==> src/rtl/lc3b_types.sv <==
// Shared LC-3b types for the cache slice: address field widths, word and tag types,
// and the cache controller state encoding.
package lc3b_types;

    typedef logic [15:0] lc3b_word;
    typedef logic [8:0]  lc3b_cache_tag;

    localparam int TAG_W    = 9;
    localparam int INDEX_W  = 3;
    localparam int OFFSET_W = 4;

    typedef enum logic [1:0] {
        CHECK     = 2'd0,
        WRITEBACK = 2'd1,
        FILL      = 2'd2
    } cache_ctrl_state;

endpackage

==> src/rtl/sat_counter.sv <==
// Up-counter that sticks at all-ones instead of wrapping; used for cache statistics.
module sat_counter #(
    parameter int width = 16
) (
    input  logic             clk,
    input  logic             reset,
    input  logic             inc,
    output logic [width-1:0] count
);

    logic [width-1:0] r_count;

    always_ff @(posedge clk or posedge reset) begin
        if (reset) begin
            r_count <= '0;
        end else if (inc && (r_count != '1)) begin
            r_count <= r_count + {{(width-1){1'b0}}, 1'b1};
        end
    end

    assign count = r_count;

endmodule

==> src/rtl/cache_control.sv <==
// Sequencing FSM for the 2-way write-back / write-allocate L1 cache: hit service,
// victim write-back, line fill and hit/miss statistics.
module cache_control
    import lc3b_types::*;
#(
    parameter int CNT_W = 16
) (
    input  logic                clk,
    input  logic                reset,
    input  logic                mem_read,
    input  logic                mem_write,
    input  logic [15:0]         mem_address,
    output logic                mem_resp,
    output logic                pmem_read,
    output logic                pmem_write,
    input  logic                pmem_resp,
    output logic [15:0]         pmem_address,
    input  logic                hit,
    input  logic                set_one_hit,
    input  logic                set_two_hit,
    input  logic                set_one_valid,
    input  logic                set_two_valid,
    input  logic                set_one_dirty,
    input  logic                set_two_dirty,
    input  logic [8:0]          set_one_tag,
    input  logic [8:0]          set_two_tag,
    input  logic                current_lru,
    output logic                load_set_one,
    output logic                load_set_two,
    output logic                load_lru,
    output logic                cache_in_mux_sel,
    output logic                insert_mux_sel,
    output logic                write_type_set_one,
    output logic                write_type_set_two,
    output logic                pmem_w_mux_sel,
    output logic [CNT_W-1:0]    hit_count,
    output logic [CNT_W-1:0]    miss_count
);

    cache_ctrl_state            r_state;
    logic                       r_victim;
    logic                       r_refill;
    logic [TAG_W+INDEX_W-1:0]   r_line;
    lc3b_cache_tag              r_wb_tag;

    logic w_req;
    logic w_check_hit;
    logic w_miss;
    logic w_hit_inc;
    logic w_victim_next;
    logic w_victim_dirty;
    logic w_unused_offset;

    assign w_req       = mem_read | mem_write;
    assign w_check_hit = (r_state == CHECK) && w_req && hit;
    assign w_miss      = (r_state == CHECK) && w_req && !hit;
    assign w_hit_inc   = w_check_hit && !r_refill;

    // An invalid way is always preferred over evicting the LRU line.
    assign w_victim_next  = !set_one_valid ? 1'b0 :
                            !set_two_valid ? 1'b1 : current_lru;
    assign w_victim_dirty = w_victim_next ? (set_two_valid & set_two_dirty)
                                          : (set_one_valid & set_one_dirty);

    assign w_unused_offset = &mem_address[OFFSET_W-1:0];

    always_ff @(posedge clk or posedge reset) begin
        if (reset) begin
            r_state  <= CHECK;
            r_victim <= 1'b0;
            r_refill <= 1'b0;
            r_line   <= '0;
            r_wb_tag <= '0;
        end else begin
            case (r_state)
                CHECK: begin
                    r_refill <= 1'b0;
                    if (w_miss) begin
                        r_victim <= w_victim_next;
                        r_line   <= mem_address[15:OFFSET_W];
                        r_wb_tag <= w_victim_next ? set_two_tag : set_one_tag;
                        r_state  <= w_victim_dirty ? WRITEBACK : FILL;
                    end
                end
                WRITEBACK: begin
                    if (pmem_resp) begin
                        r_state <= FILL;
                    end
                end
                FILL: begin
                    if (pmem_resp) begin
                        r_state  <= CHECK;
                        r_refill <= 1'b1;
                    end
                end
                default: r_state <= CHECK;
            endcase
        end
    end

    always_comb begin
        mem_resp           = 1'b0;
        pmem_read          = 1'b0;
        pmem_write         = 1'b0;
        pmem_address       = {mem_address[15:OFFSET_W], 4'h0};
        load_set_one       = 1'b0;
        load_set_two       = 1'b0;
        load_lru           = 1'b0;
        cache_in_mux_sel   = 1'b0;
        insert_mux_sel     = 1'b0;
        write_type_set_one = 1'b0;
        write_type_set_two = 1'b0;
        pmem_w_mux_sel     = 1'b0;
        case (r_state)
            CHECK: begin
                if (w_check_hit) begin
                    mem_resp = 1'b1;
                    load_lru = 1'b1;
                    if (mem_write) begin
                        cache_in_mux_sel = 1'b1;
                        if (set_one_hit) begin
                            load_set_one       = 1'b1;
                            write_type_set_one = 1'b1;
                        end else if (set_two_hit) begin
                            load_set_two       = 1'b1;
                            write_type_set_two = 1'b1;
                        end
                    end
                end
            end
            WRITEBACK: begin
                pmem_write     = 1'b1;
                pmem_w_mux_sel = r_victim;
                pmem_address   = {r_wb_tag, r_line[INDEX_W-1:0], 4'h0};
            end
            FILL: begin
                pmem_read    = 1'b1;
                pmem_address = {r_line, 4'h0};
                // The refilled line is always clean; a pending write dirties it on the following hit.
                if (pmem_resp) begin
                    load_set_one = !r_victim;
                    load_set_two = r_victim;
                end
            end
            default: ;
        endcase
    end

    sat_counter #(.width(CNT_W)) u_hit_counter (
        .clk   (clk),
        .reset (reset),
        .inc   (w_hit_inc),
        .count (hit_count)
    );

    sat_counter #(.width(CNT_W)) u_miss_counter (
        .clk   (clk),
        .reset (reset),
        .inc   (w_miss),
        .count (miss_count)
    );

endmodule
==> config.mk <==
export PLATFORM = sky130hd
export DESIGN_NAME = cache_control
export DESIGN_NICKNAME = d
export VERILOG_FILES = /design/src/rtl/lc3b_types.sv /design/src/rtl/sat_counter.sv /design/src/rtl/cache_control.sv
export SDC_FILE = /design/constraint.sdc
export NUM_CORES = 1
export LEC_CHECK = 0
export ABC_AREA = 1
export BUFFER_PORTS_ARGS = -buffer_cell sky130_fd_sc_hd__buf_4
export CAP_MARGIN = 20
export CORE_MARGIN = 8
export CORE_UTILIZATION = 49
export CTS_BUF_LIST = sky130_fd_sc_hd__clkbuf_8
export CTS_CLUSTER_DIAMETER = 50
export CTS_CLUSTER_SIZE = 28
export DETAILED_ROUTE_END_ITERATION = 6
export MAX_ROUTING_LAYER = met4
export PLACE_DENSITY = 0.82
export SYNTH_ARGS = -nofsm -noshare
export SYNTH_HDL_FRONTEND = slang
export SYNTH_HIERARCHICAL = 1
export SYNTH_SLANG_ARGS = --single-unit
==> constraint.sdc <==
create_clock -name clk -period 1.6 [get_ports clk]
set_input_delay 0.08 -clock clk [delete_from_list [all_inputs] [get_ports clk]]
set_output_delay 0.08 -clock clk [all_outputs]
set_load 0.02 [all_outputs]
==> results by group <==
Status
  • Outcome: finished with violations
  • Failing checks: setup timing

Floorplanning
  • Core area: about 7300 um^2
  • IO Pins: roughly 110
  • Initial Util: 0.508
  • Die Span Y: 103 um
  • Die width: between 100 and 150 um
  • Die ar.: about 11000 um^2
  • Cell Rows: 31

Clock network
  • CTS clock-pin slew for the worst setup and hold paths: roughly 0.07 ns
  • Clock buffer depth: 2
  • TritonCTS clock tree: built
  • CTS Root Cell: clkbuf_8
  • Clk Latency, worst-skew pair: around 0.33 ns
  • CTS sink cnt: 57
  • H-tree Lvls: 3
  • CTS Buf Count: 9

Global route
  • First-pass GRT wire length: roughly 17000 um
  • Met3 Usage GRT: 0.0540
  • Total gr overflow: 0
  • Vias in the first global route: 3913
  • Busiest grt layer: met2
  • Gr usage total: 0.212
  • GR met2 Demand/Resource: 0.355
  • Antenna violations before repair: 0
  • Largest net degree at the start of global routing: 27
  • Met1 Resource Use GR: 0.240

Synth
  • Mapped Area: 3700 um^2
  • Sequential area share after synthesis: 0.385
  • Synthesized netlist cell count: around 520
  • Primary FF master, synth: dfrtp_1
  • Yosys cell types: 26
  • Yosys top cell by area: dfrtp_1
  • Syn_area_per_cell: 7.08 um^2
  • Post-synth EDFFs: 0
  • Synth top area share: 0.385
  • #FFs+latches synth: 57
  • Ys Warns: 6
  • Top cells by area, synth: dfrtp_1 (39%), nand2_1 (21%), inv_1 (5.9%)
  • Synth async-reset ratio: 1.00

Placed design
  • Port Buffers: 96
  • Placed Cells: 723
  • DP HPWL: between 7000 and 8000 um
  • Pre-CTS worst setup slack: -0.00920 ns
  • GP Congestion: about 0.85

Critical path
  • Crit. Startpoint: r_state[1]
  • CP max FO: 6
  • Critical path class: flip-flop to output pin
  • Crit path capture type: output pin
  • Worst EP required: around 1.5 ns
  • Crit start category: flip-flop
  • Reg2reg start: r_state[1]
  • WP data arrival: between 1.5 and 2 ns

Drt
  • Routed via count: about 3900
  • DRC violations left: 0
  • Post-DR vias/cell: around 5.1
  • Antenna-violating nets left: 0
  • Avg WL per Cell: about 14 um
  • DRT iter0 DRCs: around 110
  • Routed WL: ~11000 um
  • DRT Pass-1 Iters: 4

Hold path
  • Worst hold start: set_two_tag[7]
  • HP Class: primary input to flip-flop

Pwr
  • Sw power: roughly 3.7 mW
  • Sw Ratio: 0.429
  • Leak pwr: around 2.5 nW
  • Internal: roughly 5 mW
  • Gate power share: 0.560
  • Clk network pwr share: 0.167
  • Max VDD drop: approximately 1 mV
  • Pwr/cell area: around 1600 nW/um^2
  • Reg power frac: 0.272

STA
  • Setup TNS: -1.27 ns
  • Final worst slack: -0.126 ns
  • Clk_skew: 0.00903 ns
  • Slew HR: 0.581
  • Min cycle time layout: 1.73 ns
  • RSZ-0062 raised after global routing: true
  • Final Hold Fails: 0
  • Hold slack: 0.00778 ns
  • Max-slew violations: 0
  • Fmax: ~0.58 GHz
  • Worst slew pin tran: 0.628 ns
  • Tcrit/Tclk final: 1.08
  • Setup violations, final: 15

Cells and area
  • Area Growth Syn to Fin: 44.8%
  • # nets final: just over 700
  • ANT cells: 0
  • Layout cells sized above 1: 0.354
  • Final Non-Filler Cells: about 760

Job
  • Max cap viols: 0
==> stage by stage <==
step                utilization  cell area, um^2  power, mW
floorplan                     -             3780       4.76
global placement          0.639             4660       6.18
detailed placement        0.639             4660       6.30
CTS                       0.708             5160       8.30
global route              0.735             5360       9.25
finish                    0.735             5360       8.73
==> power groups by stage <==
stage	sequential (mW)	combinational, mW	clock, mW
final	2.38	4.89	1.46
after global routing	2.44	5.25	1.55
after CTS	2.34	4.49	1.47
after detailed placement	2.35	3.96	0
after global placement	2.32	3.86	0
after floorplan	2.50	2.26	0
==> path summary, 6_finish.rpt <==
path,slack [ns],to,cells after the start
worst max-delay path,-0.13,pmem_address[9],6
worst min-delay path,0.008,r_wb_tag[7],3
worst max register to register,0.03,u_miss_counter/count[13],12
worst min register to register,0.48,r_line[3],2
max in group asynchronous,0.77,u_hit_counter/count[0],3
min in group asynchronous,0.38,r_line[11],4
==> critical path, cell delays in order (launching register included) <==
cell and delay (ns):
dfrtp_1 0.38, inv_2 0.08, ha_4 0.34, clkbuf_16 0.17
nor2_1 0.05, a31oi_2 0.13, buf_4 0.16
==> cells in the mapped netlist (4+ instances only) <==
master and n:
nor2_2 6, inv_2 4, nand2_2 15, o211ai_1 9
xor2_1 4, xnor2_1 4, ha_1 5, a31oi_1 9
o21ai_1 8, clkbuf_1 4, buf_4 6, inv_1 58
o21ai_0 9, nand4_1 11, nand3b_1 5, nand3_1 24
nor2_1 43, nor2_4 11, dfrtp_1 57, o21ai_2 14
nand2_1 208
==> flip-flops by register name (all words and copies together) (netlist names) <==
register and flops:
u_hit_counter/count 16, u_miss_counter/count 16, r_line 12, r_wb_tag 9
r_state 2, r_refill 1, r_victim 1
==> routing by layer <==
layer	vias to the layer above	wire length, um
met5	-	0
li1	1890	-
met3	20	690
met2	146	5270
met1	1795	4410
met4	0	197
==> cell type report <==
class,instances,area (um^2)
Clock buffer,12,165
Clock inverter,4,50.0
Fill cell,569,1930
Inverter,62,245
Multi-Input combinational cell,391,2180
Sequential cell,57,1430
Tap cell,99,124
Timing Repair Buffer,132,1160
==> cell usage in the layout (no fill, tap or decap), drive strengths merged, types with 11 or more instances in the layout <==
cell type    count
inv             62
dfrtp           57
nor2            60
dlygate4sd3     15
nand3           24
nand2          223
nand4           11
clkbuf          13
o21ai           31
buf            116
==> repair_timing <==
action                                 4_1_cts  5_1_grt
hold buffers                                15        0
pin swaps                                    0        9
setup endpoints to repair                   21       40
gates cloned                                 1        1
buffers inserted                             0        2
resized for setup                           28       45
endpoints found under the hold margin       71        0
==> logic make-up (layout without fill, tap and decap cells) <==
group                      Yosys count  count (layout)  synth area share
xor gates and xnor gates             8               8            0.0189
DFF                                 57              57             0.385
and+or+nand+nor                    323             323             0.385
other                                1               5           0.00101
AOI/OAI and AO/OA                   50              50            0.0913
adders and majority gates            5               5            0.0169
buffers and inverters               79             210             0.102
(Power assumes the default switching activity.)
